## src/rtl/fir_feeder.sv

```systemverilog
// Producer side of the FIR sample interface: buffers host samples, launches one
// at a time into the filter once it is idle, and returns each result as a pulse.
module fir_feeder #(
  parameter int WIDTH   = 16,
  parameter int DEPTH   = 8,
  parameter int GAP     = 2,
  parameter int TIMEOUT = 64
) (
  input  logic                     ck,
  input  logic                     rst_n,
  input  logic [WIDTH-1:0]         wr_data,
  input  logic                     wr_valid,
  output logic                     wr_full,
  output logic [$clog2(DEPTH):0]   level,
  output logic [WIDTH-1:0]         fir_in,
  output logic                     fir_input_ready,
  input  logic [WIDTH-1:0]         fir_out,
  input  logic                     fir_output_ready,
  output logic [WIDTH-1:0]         res_data,
  output logic                     res_valid,
  output logic                     busy,
  output logic                     overflow,
  output logic                     timeout
);

  localparam int AW = $clog2(DEPTH);
  localparam int LW = AW + 1;
  localparam int TW = $clog2(TIMEOUT) + 1;
  localparam int GW = $clog2(GAP + 1) + 1;

  // Handshake: wr_valid pushes only while wr_full is low; the filter is given
  // a one-cycle fir_input_ready strobe and answers with one fir_output_ready.
  typedef enum logic [1:0] {S_IDLE, S_LAUNCH, S_WAIT, S_GAP} state_t;

  state_t           r_state;
  state_t           w_next;
  logic [WIDTH-1:0] r_mem [DEPTH];
  logic [AW-1:0]    r_wr_ptr;
  logic [AW-1:0]    r_rd_ptr;
  logic [LW-1:0]    r_level;
  logic [TW-1:0]    r_to_cnt;
  logic [GW-1:0]    r_gap_cnt;
  logic [WIDTH-1:0] r_fir_in;
  logic             r_fir_input_ready;
  logic [WIDTH-1:0] r_res_data;
  logic             r_res_valid;
  logic             r_overflow;
  logic             r_timeout;
  logic             w_push;
  logic             w_pop;
  logic             w_res_hit;
  logic             w_to_hit;

  assign wr_full         = (r_level == LW'(DEPTH));
  assign level           = r_level;
  assign fir_in          = r_fir_in;
  assign fir_input_ready = r_fir_input_ready;
  assign res_data        = r_res_data;
  assign res_valid       = r_res_valid;
  assign busy            = (r_state != S_IDLE);
  assign overflow        = r_overflow;
  assign timeout         = r_timeout;
  assign w_push          = wr_valid && !wr_full;

  always_comb begin
    w_next    = r_state;
    w_pop     = 1'b0;
    w_res_hit = 1'b0;
    w_to_hit  = 1'b0;
    case (r_state)
      S_IDLE: begin
        if (r_level != '0) w_next = S_LAUNCH;
      end
      S_LAUNCH: begin
        w_pop  = 1'b1;
        w_next = S_WAIT;
      end
      S_WAIT: begin
        // A result on the final count still wins over the timeout.
        if (fir_output_ready) begin
          w_res_hit = 1'b1;
          w_next    = S_GAP;
        end else if (r_to_cnt == TW'(TIMEOUT - 1)) begin
          w_to_hit = 1'b1;
          w_next   = S_GAP;
        end
      end
      S_GAP: begin
        if (r_gap_cnt == GW'(GAP)) w_next = S_IDLE;
      end
      default: w_next = S_IDLE;
    endcase
  end

  always_ff @(posedge ck) begin
    if (w_push) r_mem[r_wr_ptr] <= wr_data;
  end

  always_ff @(posedge ck) begin
    if (!rst_n) begin
      r_state           <= S_IDLE;
      r_wr_ptr          <= '0;
      r_rd_ptr          <= '0;
      r_level           <= '0;
      r_to_cnt          <= '0;
      r_gap_cnt         <= '0;
      r_fir_in          <= '0;
      r_fir_input_ready <= 1'b0;
      r_res_data        <= '0;
      r_res_valid       <= 1'b0;
      r_overflow        <= 1'b0;
      r_timeout         <= 1'b0;
    end else begin
      r_state <= w_next;
      if (w_push) r_wr_ptr <= r_wr_ptr + AW'(1);
      if (w_pop)  r_rd_ptr <= r_rd_ptr + AW'(1);
      if (w_push && !w_pop)      r_level <= r_level + LW'(1);
      else if (!w_push && w_pop) r_level <= r_level - LW'(1);
      // The filter samples fir_in a cycle after the strobe, so hold it until the next launch.
      if (r_state == S_IDLE && w_next == S_LAUNCH) r_fir_in <= r_mem[r_rd_ptr];
      r_fir_input_ready <= (w_next == S_LAUNCH);
      r_res_valid       <= w_res_hit;
      if (w_res_hit) r_res_data <= fir_out;
      if (wr_valid && wr_full) r_overflow <= 1'b1;
      if (w_to_hit) r_timeout <= 1'b1;
      if (r_state == S_LAUNCH)    r_to_cnt <= '0;
      else if (r_state == S_WAIT) r_to_cnt <= r_to_cnt + TW'(1);
      if (r_state == S_WAIT) r_gap_cnt <= '0;
      else if (r_state == S_GAP && r_gap_cnt != GW'(GAP)) r_gap_cnt <= r_gap_cnt + GW'(1);
    end
  end

endmodule

```

## config.mk

```make
export PLATFORM = sky130hd
export DESIGN_NAME = fir_feeder
export DESIGN_NICKNAME = d
export VERILOG_FILES = /design/src/rtl/fir_feeder.sv
export SDC_FILE = /design/constraint.sdc
export NUM_CORES = 1
export LEC_CHECK = 0
export CORE_MARGIN = 2
export CORE_UTILIZATION = 46
export DETAILED_ROUTE_END_ITERATION = 7
export GPL_TIMING_DRIVEN = 0
export PLACE_DENSITY = 0.69
export SLEW_MARGIN = 20
export SYNTH_ARGS = -nofsm -noshare
export SYNTH_HDL_FRONTEND = slang
export SYNTH_SLANG_ARGS = --single-unit
export TNS_END_PERCENT = 5
```

## constraint.sdc

```tcl
create_clock -name ck -period 2.7 [get_ports ck]
set_input_delay 0.27 -clock ck [delete_from_list [all_inputs] [get_ports ck]]
set_output_delay 0.27 -clock ck [all_outputs]
set_load 0.01 [all_outputs]
```

==> flow_summary.toml, run 1 <==
[placement]
gp_congestion = 0.7808
hpwlAfterDp_mm = 10.02
port_buffers = 76

[synthesis]
synth.area.top_cells = "edfxtp_1, dfxtp_1, mux4_2, nand2_1, a21boi_0"
netlist_area_sq_mm = 0.007127
ys_types = 39
synth_top_area_cell = "edfxtp_1"
ys_seq_elements = 186
synth_warnings = 0
ys_seq_area_frac = 0.7022
avgSynthCellArea_sq_um = 15.33
synth_top_area_share = 0.5393
syn_nets = 510
postSynthCellCount = 465

[floorplan]
die_width_microns = 128.5
coreArea_sq_mm = 0.01515
row_count = 45
ioPinCount = 78
start_util = 0.4705
die-area_sq_mm = 0.01650
die_h_microns = 128.5

[sta]
grt_setup_unrepaired = "no"
min_period_ns = 2.580
fin_crit_sh = 0.9554
skew_ns = 0.01257
setup_viol = 0
drv_slew = 0
relSlewSlack = 0.4929
tightestPinTransition_ns = 0.7606
max_freq_mhz = 387.7
final-hold-violation-count = 0

[pwr]
switchingPower_uw = 2222
p_leak_uw = 0.002987
power.internal_uw = 5798
clkPwrFrac = 0.313
powerDensity_mw_per_mm2 = 900.8
p_sw_frac = 0.2771
seqPwrFrac = 0.438
ir_worst_vdd_uv = 826.4
power_uw = 8020
pwr-share-comb = 0.249

[critical_path]
cp-start-kind = "flip-flop"
reg2reg_slack_ns = 0.12
critPathTopFamily = "simple AND/OR/NAND/NOR gates"
r2r-end = "level[3]$_SDFFE_PN0P_"
max_stage_delay_ns = 0.59
r2r_start = "level[0]$_SDFFE_PN0P_"
worst_ep_arrival_time_ns = 2.94
required_ns = 3.06
cp-end-kind = "flip-flop"
path_max_fanout = 7
crit_chain = "or4b_4 > nand2_4 > inv_1 > ha_1 > inv_1 > ha_1 > a21oi_2 > a211oi_1 > a31oi_1 > mux2i_1"
ff2ff_path_depth = 10
worst-setup-path-type = "flip-flop to flip-flop"
path_buf_inv = 2
crit_slowest_cell = "or4b_4"

[cells_and_area]
fin_nets = 617
final_util = 0.5879
layout_commonest_cell = "edfxtp_1"
syn2layout_area_growth_pct = 24.93
drive_gt1_frac = 0.1709
diodes = 0
final_cell_mix = "edfxtp_1, clkdlybuf4s50_1, dfxtp_1, nand2_1, mux4_2"

[route]
avgViaCountPerCell = 5.343
drt_iter0_drc = 308
drc = 0
routed_wl_mm = 14.53
firstDrtPassIters = 4
vias = 4130
drtAntennaViolNets = 0
wire_per_inst_microns = 18.79

[global_routing]
grt_pass1_wl_mm = 22.94
grt_pass1_vias = 4302
grt_start_max_net_pins = 17
grt_antenna_before_repair = 0
overflow = 0
grt_use_total = 0.1887

[clock_network]
clockRootBuffer = "clkbuf_16"
cts_sinks = 186
cts-buffers-inserted = 17
clockBufferDepth = 2
cts_max_level = 4
clk_latency_ns = 0.43
cts_tree = "built"
path_clk_slew_ns = 0.06
hold_buffers = 0

[run_status]
outcome = "finished, final reports clean"

[worst_hold_path]
min_path_cells = 2
whs_endpoint = "res_data[15]$_SDFFE_PN0P_"
hp-start = "rst_n"
hp-class = "input pin to flip-flop"

[flow_run]
drv_cap = 0
## worst register-to-register path, cell delays in order (launching register included)
cell	delay (ns)
dfxtp_2	0.36
or4b_4	0.59
nand2_4	0.16
inv_1	0.09
ha_1	0.21
inv_1	0.13
ha_1	0.29
a21oi_2	0.17
a211oi_1	0.10
a31oi_1	0.21
mux2i_1	0.19
## cell usage after synthesis
| library cell | count |
|---|---|
| o21ai_1 | 8 |
| or4_4 | 1 |
| mux4_2 | 32 |
| and2_1 | 8 |
| nand3_1 | 5 |
| buf_4 | 2 |
| buf_2 | 7 |
| inv_1 | 8 |
| nand2b_1 | 5 |
| clkbuf_1 | 13 |
| a211oi_1 | 1 |
| xor2_1 | 3 |
| nand2_1 | 50 |
| nor2b_1 | 8 |
| and3_1 | 2 |
| xnor2_1 | 6 |
| nor2_2 | 1 |
| buf_6 | 2 |
| fa_1 | 1 |
| a31oi_1 | 2 |
| ha_1 | 8 |
| mux2i_1 | 4 |
| nor3_1 | 5 |
| o21ai_0 | 12 |
| nor4b_1 | 1 |
| o22ai_1 | 15 |
| nand4_1 | 1 |
| or4b_1 | 1 |
| dfxtp_1 | 58 |
| nor4_1 | 3 |
| or3_1 | 2 |
| edfxtp_1 | 128 |
| a21boi_0 | 18 |
| mux2_2 | 1 |
| nor2_1 | 27 |
| nand3b_1 | 2 |
| a21oi_1 | 11 |
| o21a_1 | 2 |
| o21ai_2 | 1 |
## power by group through the flow
| stage | clock [uW] | combinational (uW) | sequential (uW) |
|---|---|---|---|
| detailed placement | 0 | 2010 | 3570 |
| CTS | 2560 | 2030 | 3510 |
| global route | 2690 | 2180 | 3540 |
| floorplan | 0 | 1210 | 3590 |
| finish | 2510 | 2000 | 3510 |
| global placement | 0 | 1940 | 3550 |
## sequential cells by signal, summed over array words and instances (netlist names)
name and count:
res_data 16, r_state 2, res_valid 1, fir_in 16, r_wr_ptr 3, timeout 1
r_gap_cnt 3, r_rd_ptr 3, fir_input_ready 1, overflow 1, r_mem 128, level 4
r_to_cnt 7
## cells by family (layout without fill, tap and decap cells)
group / count (synthesis) / count (layout) / share of synthesized area
buffers and inverters: 32 / 152 / 0.02124
muxes: 37 / 37 / 0.1083
xor gates and xnor gates: 9 / 9 / 0.01106
and+or+nand+nor: 122 / 122 / 0.08023
AOI/OAI and AO/OA: 70 / 70 / 0.06004
DFF: 186 / 186 / 0.7022
adders and majority gates: 9 / 9 / 0.01685
## timing repair
item	CTS	global route
setup buffers	0	0
setup endpoints to repair	1	1
resized for setup	3	3
## worst max-delay path by stage
stage	cells past startpoint	to	slack [ns]	startpoint
after floorplan	5	r_mem[4][0]$_DFFE_PP_	0.13	level[0]$_SDFFE_PN0P_
after global placement	5	r_mem[4][11]$_DFFE_PP_	-1.13	wr_valid
after detailed placement	10	level[3]$_SDFFE_PN0P_	-0.18	level[0]$_SDFFE_PN0P_
after CTS	10	level[3]$_SDFFE_PN0P_	0.04	level[0]$_SDFFE_PN0P_
after global routing	10	level[3]$_SDFFE_PN0P_	0.006	level[0]$_SDFFE_PN0P_
final	10	level[3]$_SDFFE_PN0P_	0.12	level[0]$_SDFFE_PN0P_
## metal layers
| layer | vias to the layer above | GRT usage | routed length (microns) | part of all wire |
|---|---|---|---|---|
| met4 | 0 | 0.06917 | 287 | 0.020 |
| met1 | 2006 | 0.2564 | 6533 | 0.45 |
| li1 | 1964 | - | - | - |
| met2 | 139 | 0.2907 | 6659 | 0.46 |
| met5 | - | 0 | 0 | 0 |
| met3 | 21 | 0.05696 | 1045 | 0.072 |
## layout make-up
type / instances / area, sq um
Buffer: 24 / 121.4
Clock buffer: 18 / 429.2
Clock inverter: 14 / 167.7
Fill cell: 1144 / 6242
Inverter: 8 / 30.03
Multi-Input combinational cell: 247 / 2028
Sequential cell: 186 / 5007
Tap cell: 188 / 235.2
Timing Repair Buffer: 88 / 884.6
## per-stage QoR
stage               hold slack, ns  std cells  worst slack, ns  setup TNS, ns  area [sq um]
floorplan                   0.3689        465           0.1296              0          7133
global placement            0.4482        729           -1.125         -86.61          8129
detailed placement          0.4528        741          -0.1762        -0.1762          8289
CTS                         0.2387        773          0.04186              0          8897
global route                0.2841        773         0.005628              0          8904
finish                      0.2541        773           0.1205              0          8904
(Power assumes the default switching activity.)
==> run 2: changes to the inputs <==
--- a/config.mk
+++ b/config.mk
@@ -5,11 +5,12 @@
 export SDC_FILE = /design/constraint.sdc
 export NUM_CORES = 1
 export LEC_CHECK = 0
+export ABC_AREA = 1
 export CORE_MARGIN = 2
 export CORE_UTILIZATION = 46
 export DETAILED_ROUTE_END_ITERATION = 7
 export GPL_TIMING_DRIVEN = 0
-export PLACE_DENSITY = 0.69
+export PLACE_DENSITY = 0.68
 export SLEW_MARGIN = 20
 export SYNTH_ARGS = -nofsm -noshare
 export SYNTH_HDL_FRONTEND = slang
==> flow_summary.toml, run 2 <==
[sta]
setup_viol = 0
setup_tns_ns = 0
drv_slew = 0
fin_ws_ns = 0.5724
final-hold-violation-count = 0
fin_crit_sh = 0.7880
max_freq_mhz = 470.0
min_period_ns = 2.128
grt_setup_unrepaired = "no"
relSlewSlack = 0.5806
hold_ws_ns = 0.1908
skew_ns = 0.01073
tightestPinTransition_ns = 0.6292

[synthesis]
synth_warnings = 0
synth_top_area_cell = "edfxtp_1"
synthTopCellsByCount = "nand2_1, edfxtp_1, nand3_1, dfxtp_1, nor2_1"
postSynthCellCount = 752
post-synth-top-count-cell = "nand2_1"
ys_seq_elements = 186
synth_top_area_share = 0.5039
synthArstFlopShare = 0
netlist_area_sq_mm = 0.007627
ys_types = 31
avgSynthCellArea_sq_um = 10.14
synth_flop_cell = "edfxtp_1"
syn_nets = 797
synth.area.top_cells = "edfxtp_1, dfxtp_1, nand2_1, nand3_1, nor2_1"
synth_edf_count = 128
ys_seq_area_frac = 0.6562

[critical_path]
cp-end-kind = "flip-flop"
required_ns = 2.83
worstSetupPathDepth = 8
cp-start-kind = "flip-flop"
worst-setup-path-type = "flip-flop to flip-flop"
path_max_fanout = 10
crit_slowest_cell = "nor2_2"
critPathTopFamily = "simple AND/OR/NAND/NOR gates"
crit_chain = "inv_1 > nand3_2 > inv_1 > nand2_1 > nand2_1 > or2_1 > nor2_2 > buf_8"
max_stage_delay_ns = 0.43
path_buf_inv = 3
ff2ff_path_depth = 8
worst_ep_arrival_time_ns = 2.26

[cells_and_area]
drive_gt1_frac = 0.1014
final_cells = 1088
syn2layout_area_growth_pct = 22.34
fin_nets = 900
largest_reg_flops = 128
layout_commonest_cell = "nand2_1"
diodes = 0
final_cell_mix = "nand2_1, edfxtp_1, nand3_1, clkdlybuf4s50_1, dfxtp_1"
largest_register = "r_mem"

[worst_hold_path]
hp-class = "input pin to flip-flop"
min_path_cells = 3

[route]
firstDrtPassIters = 5
drc = 0
wire_per_inst_microns = 15.92
drtAntennaViolNets = 0
avgViaCountPerCell = 4.986
drt_iter0_drc = 520
vias = 5425
routed_wl_mm = 17.32

[floorplan]
ioPinCount = 78
start_util = 0.4649
die_h_microns = 132.8
coreArea_sq_mm = 0.01641
die_width_microns = 132.8
row_count = 47
die-area_sq_mm = 0.01763

[clock_network]
clk_latency_ns = 0.43
cts-buffers-inserted = 17
postCtsSetupBuffers = 0
clockBufferDepth = 2
path_clk_slew_ns = 0.07
clockRootBuffer = "clkbuf_16"
cts_max_level = 4
cts_resized = 0
cts_sinks = 186
cts_tree = "built"
hold_buffers = 0

[flow_run]
drv_cap = 0

[global_routing]
grt_pass1_vias = 5169
grt_use_total = 0.2037
overflow = 0
grt_start_max_net_pins = 17
grt_pass1_wl_mm = 27.28
grt_antenna_before_repair = 0

[placement]
pre_cts_ws_ns = 0.3900
port_buffers = 76
hpwlAfterDp_mm = 11.57
gp_congestion = 0.8235
place_inst = 1056

[pwr]
powerDensity_mw_per_mm2 = 929.0
p_leak_uw = 0.003589
ir_worst_vdd_uv = 540.8

[run_status]
outcome = "finished, final reports clean"
[run 2: cell types whose count changed after synthesis, sizes merged, moves of 8 or more]
| cell | change |
|---|---|
| a21oi | +19 |
| nand2 | +186 |
| nor2b | -8 |
| mux4 | -32 |
| nor2 | +36 |
| o22ai | -15 |
| a21boi | -18 |
| inv | +39 |
| buf | +20 |
| and2 | -8 |
| nand3 | +115 |
| o21ai | -11 |
[run 2: tightest hold or removal path, delay by kind of cell]
| family | cells | cell delay [ns] |
|---|---|---|
| AND/OR/NAND/NOR | 1 | 0.09 |
| buffers and inverters | 1 | 0.16 |
| AO/OA/AOI/OAI | 1 | 0.06 |
[run 2: cell type report]
class	count	area, sq um
Inverter	48	180.2
Sequential cell	186	5005
Clock inverter	13	102.6
Fill cell	1358	7076
Multi-Input combinational cell	481	2232
Buffer	37	230.2
Timing Repair Buffer	84	873.3
Clock buffer	19	432.9
Tap cell	220	275.3
[run 2: logic make-up (layout without fill, tap and decap cells)]
| kind of cell | count (synthesis) | count (layout) | share of synthesized area |
|---|---|---|---|
| flops | 186 | 186 | 0.6562 |
| simple gates | 423 | 423 | 0.2375 |
| buf+inv | 85 | 201 | 0.05381 |
| compound gates | 43 | 43 | 0.02986 |
| xor+xnor | 6 | 6 | 0.006890 |
| fa+ha+maj | 9 | 9 | 0.01575 |
[run 2: final timing paths]
kind                              endpoint                  start  slack (ns)
hold reg to reg      overflow$_SDFFE_PN0P_  overflow$_SDFFE_PN0P_        0.45
hold / removal    res_data[2]$_SDFFE_PN0P_       fir_output_ready        0.19
setup reg to reg    r_mem[4][11]$_DFFE_PP_  level[1]$_SDFFE_PN0P_        0.57
setup / recovery    r_mem[4][11]$_DFFE_PP_  level[1]$_SDFFE_PN0P_        0.57
[run 2: layer usage]
layer	vias to the layer above	wire length (microns)	track usage
li1	2710	-	-
met1	2496	7547	0.2670
met2	191	8261	0.3305
met3	28	1175	0.04981
met4	0	335	0.07527
met5	-	0	0
[run 2: power breakdown]
group / total [uW] / internal [uW] / leakage [uW] / switching, uW
Combinational: 2860 / 1100 / 0.00169 / 1750
Clock: 2300 / 1260 / 0.000260 / 1040
Sequential: 3510 / 3350 / 0.00164 / 166
[run 2: metrics by stage]
stage | util | area [sq um] | total power [uW]
after floorplan | - | 7627 | 5372
after global placement | 0.5280 | 8663 | 6332
after detailed placement | 0.5361 | 8796 | 6422
after CTS | 0.5687 | 9331 | 8726
after global routing | 0.5687 | 9331 | 9200
final | 0.5687 | 9331 | 8669
==> run 3: changes to the inputs <==
==> constraint.sdc (replaced) <==
create_clock -name ck -period 1.9 [get_ports ck]
set_input_delay 0.19 -clock ck [delete_from_list [all_inputs] [get_ports ck]]
set_output_delay 0.19 -clock ck [all_outputs]
set_load 0.01 [all_outputs]
==> flow_summary.toml, run 3 (synthesis gave the netlist of run 2 again) <==
[run_status]
outcome = "finished, final reports clean"

[clock_network]
path_clk_slew_ns = 0.07
cts_tree = "built"
clk_latency_ns = 0.44
clockRootBuffer = "clkbuf_16"
clockBufferDepth = 2
cts_max_level = 4
cts-buffers-inserted = 17
hold_buffers = 0
cts_sinks = 186

[global_routing]
overflow = 0
grt_pass1_wl_mm = 27.52
grt_use_total = 0.2053
grt_start_max_net_pins = 17
grt_antenna_before_repair = 0
grt_pass1_vias = 5200

[floorplan]
ioPinCount = 78
start_util = 0.4649
die_width_microns = 132.8
coreArea_sq_mm = 0.01641
die_h_microns = 132.8
die-area_sq_mm = 0.01763
row_count = 47

[route]
avgViaCountPerCell = 5.007
wire_per_inst_microns = 16.07
routed_wl_mm = 17.50
drtAntennaViolNets = 0
drt_iter0_drc = 474
firstDrtPassIters = 5
vias = 5453
drc = 0

[cells_and_area]
final_cell_mix = "nand2_1, edfxtp_1, nand3_1, clkdlybuf4s50_1, dfxtp_1"
drive_gt1_frac = 0.1151
layout_commonest_cell = "nand2_1"
diodes = 0
num-fill-cells = 1347
syn2layout_area_growth_pct = 23.54
fin_nets = 901
design_area_sq_mm = 0.009423
final_util = 0.5743
largest_reg_flops = 128
largest_register = "r_mem"

[critical_path]
crit_chain = "inv_2 > nand3_2 > o21a_4 > nand2_1 > nor2_2 > buf_8"
required_ns = 2.04
path_max_fanout = 10
cp-start-kind = "flip-flop"
cp-end-kind = "flip-flop"
worst_ep_arrival_time_ns = 2.03
max_stage_delay_ns = 0.46
worst-setup-path-type = "flip-flop to flip-flop"
crit_slowest_cell = "nor2_2"

[sta]
min_period_ns = 1.894
skew_ns = 0.01637
setup_viol = 0
tightestPinTransition_ns = 0.6410
grt_setup_unrepaired = "yes"
final-hold-violation-count = 0
fin_crit_sh = 0.9971
drv_slew = 0
max_freq_mhz = 527.9
relSlewSlack = 0.5727

[placement]
hpwlAfterDp_mm = 11.57
port_buffers = 76
dpl_cell_area_sq_mm = 0.008796
gp_congestion = 0.8235

[flow_run]
drv_cap = 0

[worst_hold_path]
hp-class = "input pin to flip-flop"

[pwr]
p_leak_uw = 0.003608
ir_worst_vdd_uv = 788.9
powerDensity_mw_per_mm2 = 1322
==> run 3: cell types whose count changed in the layout (fill, tap and decap cells not counted), moves of 3 or more <==
cell and delta:
dfxtp_1 -3, dfxtp_4 +3, nand2_1 -3, nand2_2 +3
nor2_2 -5, nor2_4 +5
==> run 3: layout make-up <==
cell class / count / area, sq um / area share
Timing Repair Buffer: 85 / 879.6 / 0.09335
Sequential cell: 186 / 5016 / 0.5323
Inverter: 48 / 182.7 / 0.01939
Multi-Input combinational cell: 481 / 2300 / 0.2441
Clock inverter: 13 / 102.6 / 0.01089
Tap cell: 220 / 275.3 / 0.02921
Buffer: 37 / 234.0 / 0.02483
Clock buffer: 19 / 432.9 / 0.04594
==> run 3: metal layers <==
layer	track usage	part of all wire	up-vias
li1	-	-	2717
met2	0.3330	0.48	204
met4	0.07527	0.020	0
met3	0.04866	0.069	26
met1	0.2702	0.43	2506
met5	0	0	-
==> run 3: final timing paths <==
check                        startpoint                  endpoint  slack [ns]  cells after the start
setup / recovery  level[0]$_SDFFE_PN0P_    r_mem[3][11]$_DFFE_PP_       0.006                      6
hold / removal         fir_output_ready  res_data[2]$_SDFFE_PN0P_        0.11                      3
setup reg to reg  level[0]$_SDFFE_PN0P_    r_mem[3][11]$_DFFE_PP_       0.006                      6
hold reg to reg   overflow$_SDFFE_PN0P_     overflow$_SDFFE_PN0P_        0.46                      2
==> run 3: power breakdown <==
group / leakage [uW] / switching (uW) / total [uW] / internal (uW)
Clock: 0.000260 / 1480 / 3270 / 1790
Combinational: 0.00171 / 2540 / 4170 / 1630
Sequential: 0.00164 / 244 / 5020 / 4770
==> run 3: critical path: cells and delay by family, from the launching register on <==
| family | cells | cell delay, ns |
|---|---|---|
| and+or+nand+nor | 3 | 0.76 |
| DFF | 1 | 0.38 |
| buffers and inverters | 2 | 0.29 |
| AOI/OAI and AO/OA | 1 | 0.17 |
==> run 3: what timing repair did <==
| item | CTS | global route |
|---|---|---|
| gates resized for setup | 14 | 10 |
| pin swaps | 1 | 1 |
| endpoints found under the setup margin | 113 | 70 |
| buffers inserted | 1 | 0 |
==> run 3: metrics by stage <==
stage          setup WS, ns  power [uW]  cells  TNS (ns)  hold WS [ns]
4_1_cts            -0.03022       12440   1089  -0.03022       0.09823
2_1_floorplan       -0.2180        7633    752    -20.49        0.2889
5_1_grt            -0.08181       13200   1089    -1.452        0.1110
6_report           0.005553       12450   1089         0        0.1106
3_3_place_gp        -0.9329        8999   1048   -109.81        0.4349
3_5_place_dp        -0.3300        9126   1056    -19.41        0.4448
